<file path="config.mk">
export PLATFORM = sky130hd
export DESIGN_NAME = keypad_entry
export DESIGN_NICKNAME = d
export VERILOG_FILES = /design/src/rtl/keypad_entry.sv
export SDC_FILE = /design/constraint.sdc
export NUM_CORES = 1
export LEC_CHECK = 0
export CAP_MARGIN = 40
export CORE_MARGIN = 10
export CORE_UTILIZATION = 50
export CTS_BUF_LIST = sky130_fd_sc_hd__clkbuf_8 sky130_fd_sc_hd__clkbuf_16
export DETAILED_ROUTE_END_ITERATION = 10
export PLACE_DENSITY_LB_ADDON = 0.05
export SKIP_CTS_REPAIR_TIMING = 1
export SYNTH_ARGS = -nofsm -noshare
export SYNTH_HDL_FRONTEND = slang
export SYNTH_SLANG_ARGS = --single-unit
</file>
<file path="constraint.sdc">
create_clock -name clk_scan -period 4.2 [get_ports clk_scan]
set_input_delay 0.84 -clock clk_scan [delete_from_list [all_inputs] [get_ports clk_scan]]
set_output_delay 0.84 -clock clk_scan [all_outputs]
set_load 0.01 [all_outputs]
</file>
<file path="src/rtl/keypad_entry.sv">
`default_nettype none
// ============================================================================
//  Module      : keypad_entry
//  Description : 4x4 matrix keypad scanner with debounce and decimal operand
//                entry. Rows are driven active-low one at a time. A detected
//                column is debounced, and each accepted key produces a
//                one-cycle key_valid. Digits build an 8-bit operand, which
//                saturates by ignoring any digit that would overflow. The
//                +, - and * keys select a pending operation. = pulses
//                eq_pulse and then clears the entry, and C clears it at once.
//  Ports       : clk_scan   - scan clock (only clock)
//                rst        - asynchronous active-high reset
//                row        - row drive, active-low one-hot
//                col        - column sense, active-low
//                key_code   - code of last accepted key
//                key_valid  - one-cycle pulse per accepted key
//                num_input  - operand being entered (binary)
//                op_display - pending op: 0 none, 1 +, 2 -, 3 *
//                eq_pulse   - one-cycle pulse on =
//                clr_pulse  - one-cycle pulse on C
//  Revision    : 1.0 - initial release
// ============================================================================
module keypad_entry #(
    parameter int DEBOUNCE = 20
) (
    input  logic       clk_scan,
    input  logic       rst,
    output logic [3:0] row,
    input  logic [3:0] col,
    output logic [3:0] key_code,
    output logic       key_valid,
    output logic [7:0] num_input,
    output logic [1:0] op_display,
    output logic       eq_pulse,
    output logic       clr_pulse
);

    localparam logic [7:0] C_CNT_LAST = 8'(DEBOUNCE - 1);

    typedef enum logic [1:0] {
        ST_SCAN     = 2'd0,
        ST_DEBOUNCE = 2'd1,
        ST_PRESSED  = 2'd2,
        ST_RELEASE  = 2'd3
    } state_t;

    state_t      r_state, w_state_nxt;
    logic [7:0]  r_cnt, w_cnt_nxt;
    logic [3:0]  r_row, w_row_nxt;
    logic [1:0]  r_col_idx, w_col_idx_nxt;
    logic        w_accept;

    logic [3:0]  w_row_rot;
    logic [1:0]  w_row_idx;
    logic [1:0]  w_first_low;
    logic        w_col_low;
    logic        w_col_idle;
    logic [3:0]  w_code;
    logic [11:0] w_mac;

    logic [3:0]  r_key_code;
    logic        r_key_valid;
    logic [7:0]  r_num;
    logic [1:0]  r_op;
    logic        r_eq;
    logic        r_clr;

    assign w_row_rot  = {r_row[2:0], r_row[3]};
    assign w_col_low  = ~col[r_col_idx];
    assign w_col_idle = (col == 4'b1111);

    // Lowest-index low column wins when several columns read low.
    always_comb begin
        w_first_low = 2'd3;
        if (!col[0])      w_first_low = 2'd0;
        else if (!col[1]) w_first_low = 2'd1;
        else if (!col[2]) w_first_low = 2'd2;
    end

    always_comb begin
        w_row_idx = 2'd0;
        case (r_row)
            4'b1110: w_row_idx = 2'd0;
            4'b1101: w_row_idx = 2'd1;
            4'b1011: w_row_idx = 2'd2;
            4'b0111: w_row_idx = 2'd3;
            default: w_row_idx = 2'd0;
        endcase
    end

    // Key code from the frozen row and the latched column.
    always_comb begin
        w_code = 4'd15;
        case ({w_row_idx, r_col_idx})
            4'd0:    w_code = 4'd1;
            4'd1:    w_code = 4'd2;
            4'd2:    w_code = 4'd3;
            4'd3:    w_code = 4'd10;
            4'd4:    w_code = 4'd4;
            4'd5:    w_code = 4'd5;
            4'd6:    w_code = 4'd6;
            4'd7:    w_code = 4'd11;
            4'd8:    w_code = 4'd7;
            4'd9:    w_code = 4'd8;
            4'd10:   w_code = 4'd9;
            4'd11:   w_code = 4'd12;
            4'd12:   w_code = 4'd13;
            4'd13:   w_code = 4'd0;
            4'd14:   w_code = 4'd14;
            default: w_code = 4'd15;
        endcase
    end

    // Scan / debounce state machine: register process
    always_ff @(posedge clk_scan or posedge rst) begin
        if (rst) begin
            r_state   <= ST_SCAN;
            r_cnt     <= 8'd0;
            r_row     <= 4'b1110;
            r_col_idx <= 2'd0;
        end else begin
            r_state   <= w_state_nxt;
            r_cnt     <= w_cnt_nxt;
            r_row     <= w_row_nxt;
            r_col_idx <= w_col_idx_nxt;
        end
    end

    // Scan / debounce state machine: next-state process
    always_comb begin
        w_state_nxt   = r_state;
        w_cnt_nxt     = r_cnt;
        w_row_nxt     = r_row;
        w_col_idx_nxt = r_col_idx;
        w_accept      = 1'b0;
        case (r_state)
            ST_SCAN: begin
                if (w_col_idle) begin
                    w_row_nxt = w_row_rot;
                end else begin
                    w_col_idx_nxt = w_first_low;
                    w_cnt_nxt     = 8'd0;
                    w_state_nxt   = ST_DEBOUNCE;
                end
            end
            ST_DEBOUNCE: begin
                if (w_col_low) begin
                    if (r_cnt == C_CNT_LAST) begin
                        w_accept    = 1'b1;
                        w_cnt_nxt   = 8'd0;
                        w_state_nxt = ST_PRESSED;
                    end else begin
                        w_cnt_nxt = r_cnt + 8'd1;
                    end
                end else begin
                    // Bounce: drop the candidate and continue from the next row.
                    w_cnt_nxt   = 8'd0;
                    w_row_nxt   = w_row_rot;
                    w_state_nxt = ST_SCAN;
                end
            end
            ST_PRESSED: begin
                if (w_col_idle) begin
                    w_cnt_nxt   = 8'd0;
                    w_state_nxt = ST_RELEASE;
                end
            end
            ST_RELEASE: begin
                if (w_col_idle) begin
                    if (r_cnt == C_CNT_LAST) begin
                        w_cnt_nxt   = 8'd0;
                        w_state_nxt = ST_SCAN;
                    end else begin
                        w_cnt_nxt = r_cnt + 8'd1;
                    end
                end else begin
                    w_cnt_nxt = 8'd0;
                end
            end
            default: begin
                w_state_nxt = ST_SCAN;
                w_cnt_nxt   = 8'd0;
            end
        endcase
    end

    // Widened so the overflow test sees the true value (max 255*10+9).
    assign w_mac = ({4'd0, r_num} * 12'd10) + {8'd0, w_code};

    // Operand / operation registers and output pulses
    always_ff @(posedge clk_scan or posedge rst) begin
        if (rst) begin
            r_key_code  <= 4'd0;
            r_key_valid <= 1'b0;
            r_num       <= 8'd0;
            r_op        <= 2'd0;
            r_eq        <= 1'b0;
            r_clr       <= 1'b0;
        end else begin
            r_key_valid <= w_accept;
            r_eq        <= 1'b0;
            r_clr       <= 1'b0;
            if (w_accept) begin
                r_key_code <= w_code;
                if (w_code <= 4'd9) begin
                    if (w_mac <= 12'd255) begin
                        r_num <= w_mac[7:0];
                    end
                end else begin
                    case (w_code)
                        4'd10:   r_op <= 2'd1;
                        4'd11:   r_op <= 2'd2;
                        4'd12:   r_op <= 2'd3;
                        4'd13: begin
                            r_num <= 8'd0;
                            r_op  <= 2'd0;
                            r_clr <= 1'b1;
                        end
                        4'd14:   r_eq <= 1'b1;
                        default: ;
                    endcase
                end
            end else if (r_eq) begin
                // Entry is held for the = cycle, then cleared.
                r_num <= 8'd0;
                r_op  <= 2'd0;
            end
        end
    end

    assign row        = r_row;
    assign key_code   = r_key_code;
    assign key_valid  = r_key_valid;
    assign num_input  = r_num;
    assign op_display = r_op;
    assign eq_pulse   = r_eq;
    assign clr_pulse  = r_clr;

endmodule
`default_nettype wire

</file>
---- After elaboration in Yosys (flattened, before gate mapping) ----
Memory sizes are Yosys's and may differ from the RTL's.
Cells that the tools add are included.
cells by class
  reduce and logical (&&, ||, !) cells .... 9
  equal/unequal tests ..................... 24
  $add $sub $neg .......................... 2
  magnitude comparators ................... 3
  shift operators ......................... 0
  bitwise logic cells ..................... 1
  multipliers ............................. 1
  muxes and demuxes ....................... 40
  div/mod/pow operators ................... 0
operator list
  kind                                                    count
  2-to-1 mux 8 bit                                        10
  equality test 4 bit (second input constant)             8
  case mux 8 bit (4 select lines)                         1
  2-to-1 mux 2 bit                                        11
  case mux 2 bit (4 select lines)                         2
  inequality test 2 bit (second input constant)           7
  adder 12 x 4 -> 12 bit                                  1
  <= comparator 12 x 8 -> 1 bit (second input constant)   1
  multiplier 8 x 3 -> 11 bit (second input constant)      1
  2-to-1 mux 1 bit                                        11
  AND reduction 3 bit                                     3
  adder 8 x 1 -> 8 bit (second input constant)            1
  equality test 8 x 5 -> 1 bit (second input constant)    1
  2-to-1 mux 4 bit                                        2
  case mux 4 bit (2 select lines)                         1
  case mux 2 bit (3 select lines)                         1
  inequality test 5 x 1 -> 1 bit (second input constant)  1
  AND reduction 5 bit                                     1
  equality test 2 bit (second input constant)             2
  equality test 4 x 3 -> 1 bit (second input constant)    1
  <= comparator 4 bit (second input constant)             1
  AND reduction 2 bit                                     2
  nonzero test 2 bit                                      2
  < comparator 2 x 3 -> 1 bit (second input constant)     1
  7 further kinds                                         7
storage, ports and cells
  bits in read-only memories .............. 64
  RAM bits ................................ 0
  bits in latches ......................... 0
  register bits ........................... 33
  memories kept ........................... 1
memories
  name              words  width  rd ports  clocked after memory_dff  write ports  line  text
  (name not given)  16     4      1         0                         0            94    case ({w_row_idx, r_col_idx})

---- Depth between registers and ports, before layout ----
An unclocked memory read counts as a cell.
  depth after elaboration ................. 8
  mapped depth ............................ 14

---- Worst setup path after synthesis ----
Ideal clock, no wire load.
  kind .................................... reg-to-reg
  start point ............................. register r_row[3], in the netlist row[3]
  end point ............................... register r_num[0], in the netlist num_input[0]
  data arrival time ....................... 3244 ps
  slack ................................... 835 ps
  data required time ...................... 4079 ps
  cell stages (with the launch flop) ...... 14
  path buffers ............................ 1
  setup time .............................. 121 ps
  path through ............................ dfstp_2 -> clkbuf_1 -> nor4bb_1 -> nor3_1 -> o21a_1 -> ha_1 -> inv_1 -> fa_1 -> nor2b_1 -> o21ai_0 -> nand4_1 -> a211o_1 -> o21a_1 -> a22o_1
between the ends
  cells in the longest elaborated chain, start to end .. 7
  elaborated cells between the ends (all ways) .. 15
  classes of those cells .................. add/sub: 1; order compare: 2; eq/ne: 6; mux: 4; reduce/logical: 1; memory: 1
ends and longest elaborated chain
  element                                                              line  text
  from (decl)                                                          49    logic [3:0] r_row, w_row_nxt;
  from (signal assigned)                                               124   r_row <= w_row_nxt;
  equality test 4 x 3 -> 1 bit or equality test 4 bit (tied branches)  82    case (r_row)
  case mux 2 bit (3 select lines) (*)                                  82
  memory (16 x 4 bit) (*)                                              n/a
  named net w_code[1]                                                  58    logic [3:0] w_code;
  adder 12 x 4 -> 12 bit                                               188   assign w_mac = ({4'd0, r_num} * 12'd10) + {8'd0, w_code};
  <= comparator 12 x 8 -> 1 bit                                        206   if (w_mac <= 12'd255) begin
  inequality test 3 x 2 -> 1 bit (no line)                             n/a
  AND reduction 3 bit (no line)                                        n/a
  to (signal assigned)                                                 207   r_num <= w_mac[7:0];
  to (decl)                                                            63    logic [7:0] r_num;
The timed path passes the listed nets; every way through them passes the cells marked *. The select of a mux whose other input is x is not followed.
A chain may end at the register's enable or synchronous reset.

---- Worst setup path after layout ----
  start point ............................. register r_col_idx[0]
  end point ............................... register r_num[2], in the netlist num_input[2]
between the ends
  elaborated cells between the ends (all ways) .. 16
  classes of those cells .................. add/sub: 1; order compare: 2; eq/ne: 3; mux: 7; reduce/logical: 2; memory: 1
RTL lines
  element                                                                       line  text
  from (decl)                                                                   50    logic [1:0] r_col_idx, w_col_idx_nxt;
  from (signal assigned)                                                        125   r_col_idx <= w_col_idx_nxt;
  memory (16 x 4 bit) (*)                                                       n/a
  named net w_code[2]                                                           58
  adder 12 x 4 -> 12 bit                                                        188
  <= comparator 12 x 8 -> 1 bit or 2-to-1 mux 8 bit (tied branches)             206
  inequality test 3 x 2 -> 1 bit (no line) or 2-to-1 mux 8 bit (tied branches)  n/a
  AND reduction 3 bit (no line) or 2-to-1 mux 8 bit (tied branches)             n/a
Marked as above.

==> results.yml <==
outcome:
  outcome: "finished, final reports clean"
detailed_routing:
  post_drt_wl_per_cell_um: 15.3
  via_per_inst: 5.78
  vias: 1839
  finalWirelength_um: 4860
  drt_first_pass_iters: 4
  drc: 0
  detail-route-antenna-nets: 0
  drtIter0Drc: 59
timing:
  finalMaxSlewViolations: 0
  fin_crit_sh: 0.880
  timing_hold_violations_final: 0
  rsz0062_at_grt: "no"
  fin_skew_ps: 5.66
  final.min_clock_period_ps: 3700
  fin_tns_setup_ps: 0
  fmax_ghz: 0.271
  setup_violations: 0
  worstMarginPinSlew_ps: 616
  slew_headroom: 0.590
  holdWs_ps: 474
  timing.final.ws_setup_ps: 504
logic_synthesis:
  seq_area_frac_synth: 0.362
  yosysTopAreaCell: "dfrtp_1"
  ys_async_sr_fraction: 1.00
  synth.area.top_cells: "dfrtp_1 33%, ha_1 11%, nand2_1 3.9%, dfstp_2 3.4%, a22o_1 3.1%"
  synth_cells: 237
  synth_area_um2: 2290
  synth_top_area_share: 0.327
  synth_cell_type_count: 55
  yosysWarnings: 0
  ys_top_cells_by_count: "30 x dfrtp_1, 24 x nand2_1, 20 x ha_1"
  synth_edf_count: 0
  synth.most_common_cell: "dfrtp_1"
  yosys_register_bits: 33
  syn_area_per_cell_um2: 9.68
  ys.flop_type: "dfrtp_1"
  synth_fp_nets: 265
finish:
  n_antenna_cell: 0
  layout-drive-gt1-share: 0.0789
  post-route-util: 0.614
  synthToLayoutAreaGrowth_pct: 17.5
  nets: 294
cts:
  numCtsBuffers: 5
  clk-insertion-delay-late_ps: 280
  cts_buffer_depth: 2
  h-tree-depth: 2
  cts_root_buf: "clkbuf_8"
  clock-sinks: 33
  cts_tree: "yes"
  clkTransAtPathRegs_ps: 70
die:
  start_util: 0.523
  rows: 24
  die-area_um2: 7700
  dieWidth_um: 87.7
  core-area_um2: 4380
  io_pins: 27
  die_h_um: 87.7
power:
  p_sw_uw: 391
  combinationalPowerShare: 0.350
  ir_drop_uv: 289
  p_int_uw: 673
  swShare: 0.368
  p_leak_uw: 0.00122
  pwr-share-seq: 0.428
  powerDensity_nw_per_um2: 395
  clockPowerShare: 0.223
worst_setup_path:
  path_max_fanout: 7
  path_cells: "inv_1 > ha_1 > nor4bb_1 > or3_1 > nand2_1 > inv_1 > ha_1 > a21o_1 > a41oi_1 > nor2_1 > a21o_1 > a211o_1 > o21a_1 > a22o_1"
  path_class: "flop to flop"
  arrival_ps: 3860
  required_ps: 4370
  endpoint_kind: "flop"
  start_kind: "flop"
  cp_slowest_cell: "dfrtp_1"
  crit_path_max_incr_delay_ps: 480
min_path:
  hp-class: "flop to flop"
job:
  cap_violations: 0
global_routing:
  grt_max_degree: 34
  grt_overflow: 0
  grt.total_usage: 0.138
  grt_pass1_vias: 1823
  antenna_found_initial: 0
  grt_pass1_wl_um: 8580
place:
  hpwl_um: 3640
  place.gp.congestion: 0.874
  portBuffers: 26
  pre_cts_slack_ps: 510
## stage by stage
step | total power, µW | area, µm² | instances
after detailed placement | 830 | 2610 | 311
after global routing | 1140 | 2690 | 318
after CTS | 1070 | 2690 | 318
final | 1060 | 2690 | 318
after floorplan | 720 | 2290 | 237
after global placement | 829 | 2610 | 311
## routing by layer
| metal | part of all wire | global-route usage |
|---|---|---|
| met4 | 0.015 | 0.0493 |
| met3 | 0.051 | 0.0409 |
| met5 | 0 | 0 |
| met2 | 0.47 | 0.216 |
| met1 | 0.47 | 0.175 |
## placed cells by master (no fill, tap or decap), types with 2 or more instances in the layout
cell | Yosys | routed
dfrtp_1 | 30 | 30
clkdlybuf4s50_1 | 0 | 26
nand2_1 | 24 | 24
ha_1 | 20 | 20
nor2_1 | 18 | 18
inv_1 | 14 | 15
o21ai_0 | 9 | 9
a21oi_1 | 8 | 8
xnor2_1 | 8 | 8
a22o_1 | 8 | 8
o21ai_1 | 8 | 8
xor2_1 | 6 | 6
and3_1 | 6 | 6
nor4bb_1 | 6 | 6
clkbuf_8 | 0 | 6
nand2b_1 | 4 | 4
nor3_1 | 4 | 4
o31ai_1 | 4 | 4
nand3_1 | 4 | 4
nand4_1 | 3 | 3
mux2_2 | 3 | 3
dfstp_2 | 3 | 3
a21o_1 | 2 | 2
and3b_1 | 2 | 2
or4b_1 | 2 | 2
o211ai_1 | 2 | 2
a211o_1 | 2 | 2
nand4b_1 | 2 | 2
o21a_1 | 2 | 2
fa_1 | 2 | 2
## critical path: cells and delay by family (launching register included)
kind,cells,cell delay [ps]
DFF,1,480
buffers and inverters,2,250
AOI/OAI and AO/OA,6,1490
adders and majority gates,2,610
and+or+nand+nor,4,740
## cell type report
cell class,count,area [µm²]
flip-flops and latches,33,830
clock buffers,6,82.6
repair buffers,27,268
well taps,52,65.1
multi-input cells,184,1380
fillers,388,1690
clock inverters,1,3.75
inverters,15,61.3
## logic make-up (layout without fill, tap and decap cells)
family / after synthesis / count (layout) / synth area share
fa+ha+maj: 22 / 22 / 0.127
simple gates: 84 / 84 / 0.210
flops: 33 / 33 / 0.362
mux: 5 / 5 / 0.0289
buf+inv: 20 / 49 / 0.0349
xor+xnor: 14 / 14 / 0.0535
compound gates: 59 / 59 / 0.185
## final timing paths
kind                                          startpoint                        to  slack (ps)  depth (start not counted)
worst max-delay path            r_col_idx[0]$_DFFE_PP0P_  num_input[2]$_DFFE_PP0P_         500                         14
worst min-delay path             key_code[1]$_DFFE_PP0P_   key_code[1]$_DFFE_PP0P_         470                          2
worst max register to register  r_col_idx[0]$_DFFE_PP0P_  num_input[2]$_DFFE_PP0P_         500                         14
worst min register to register   key_code[1]$_DFFE_PP0P_   key_code[1]$_DFFE_PP0P_         470                          2
max in group asynchronous                            rst        row[1]$_DFFE_PP1P_        2920                          3
min in group asynchronous                            rst  r_col_idx[1]$_DFFE_PP0P_         950                          3
## registers in the layout, summed over array words and instances (netlist names), 2 cells and up, named ones only
signal	flops
r_cnt	8
op_display	2
row	4
num_input	8
r_col_idx	2
key_code	4
## power by group through the flow
stage          Combinational [µW]  Sequential, µW  Clock, µW
2_1_floorplan                 298             422          0
3_3_place_gp                  370             459          0
3_5_place_dp                  371             459          0
4_1_cts                       376             453        244
5_1_grt                       413             472        257
6_report                      372             455        237
No activity file was read; power rests on OpenSTA's default activity.
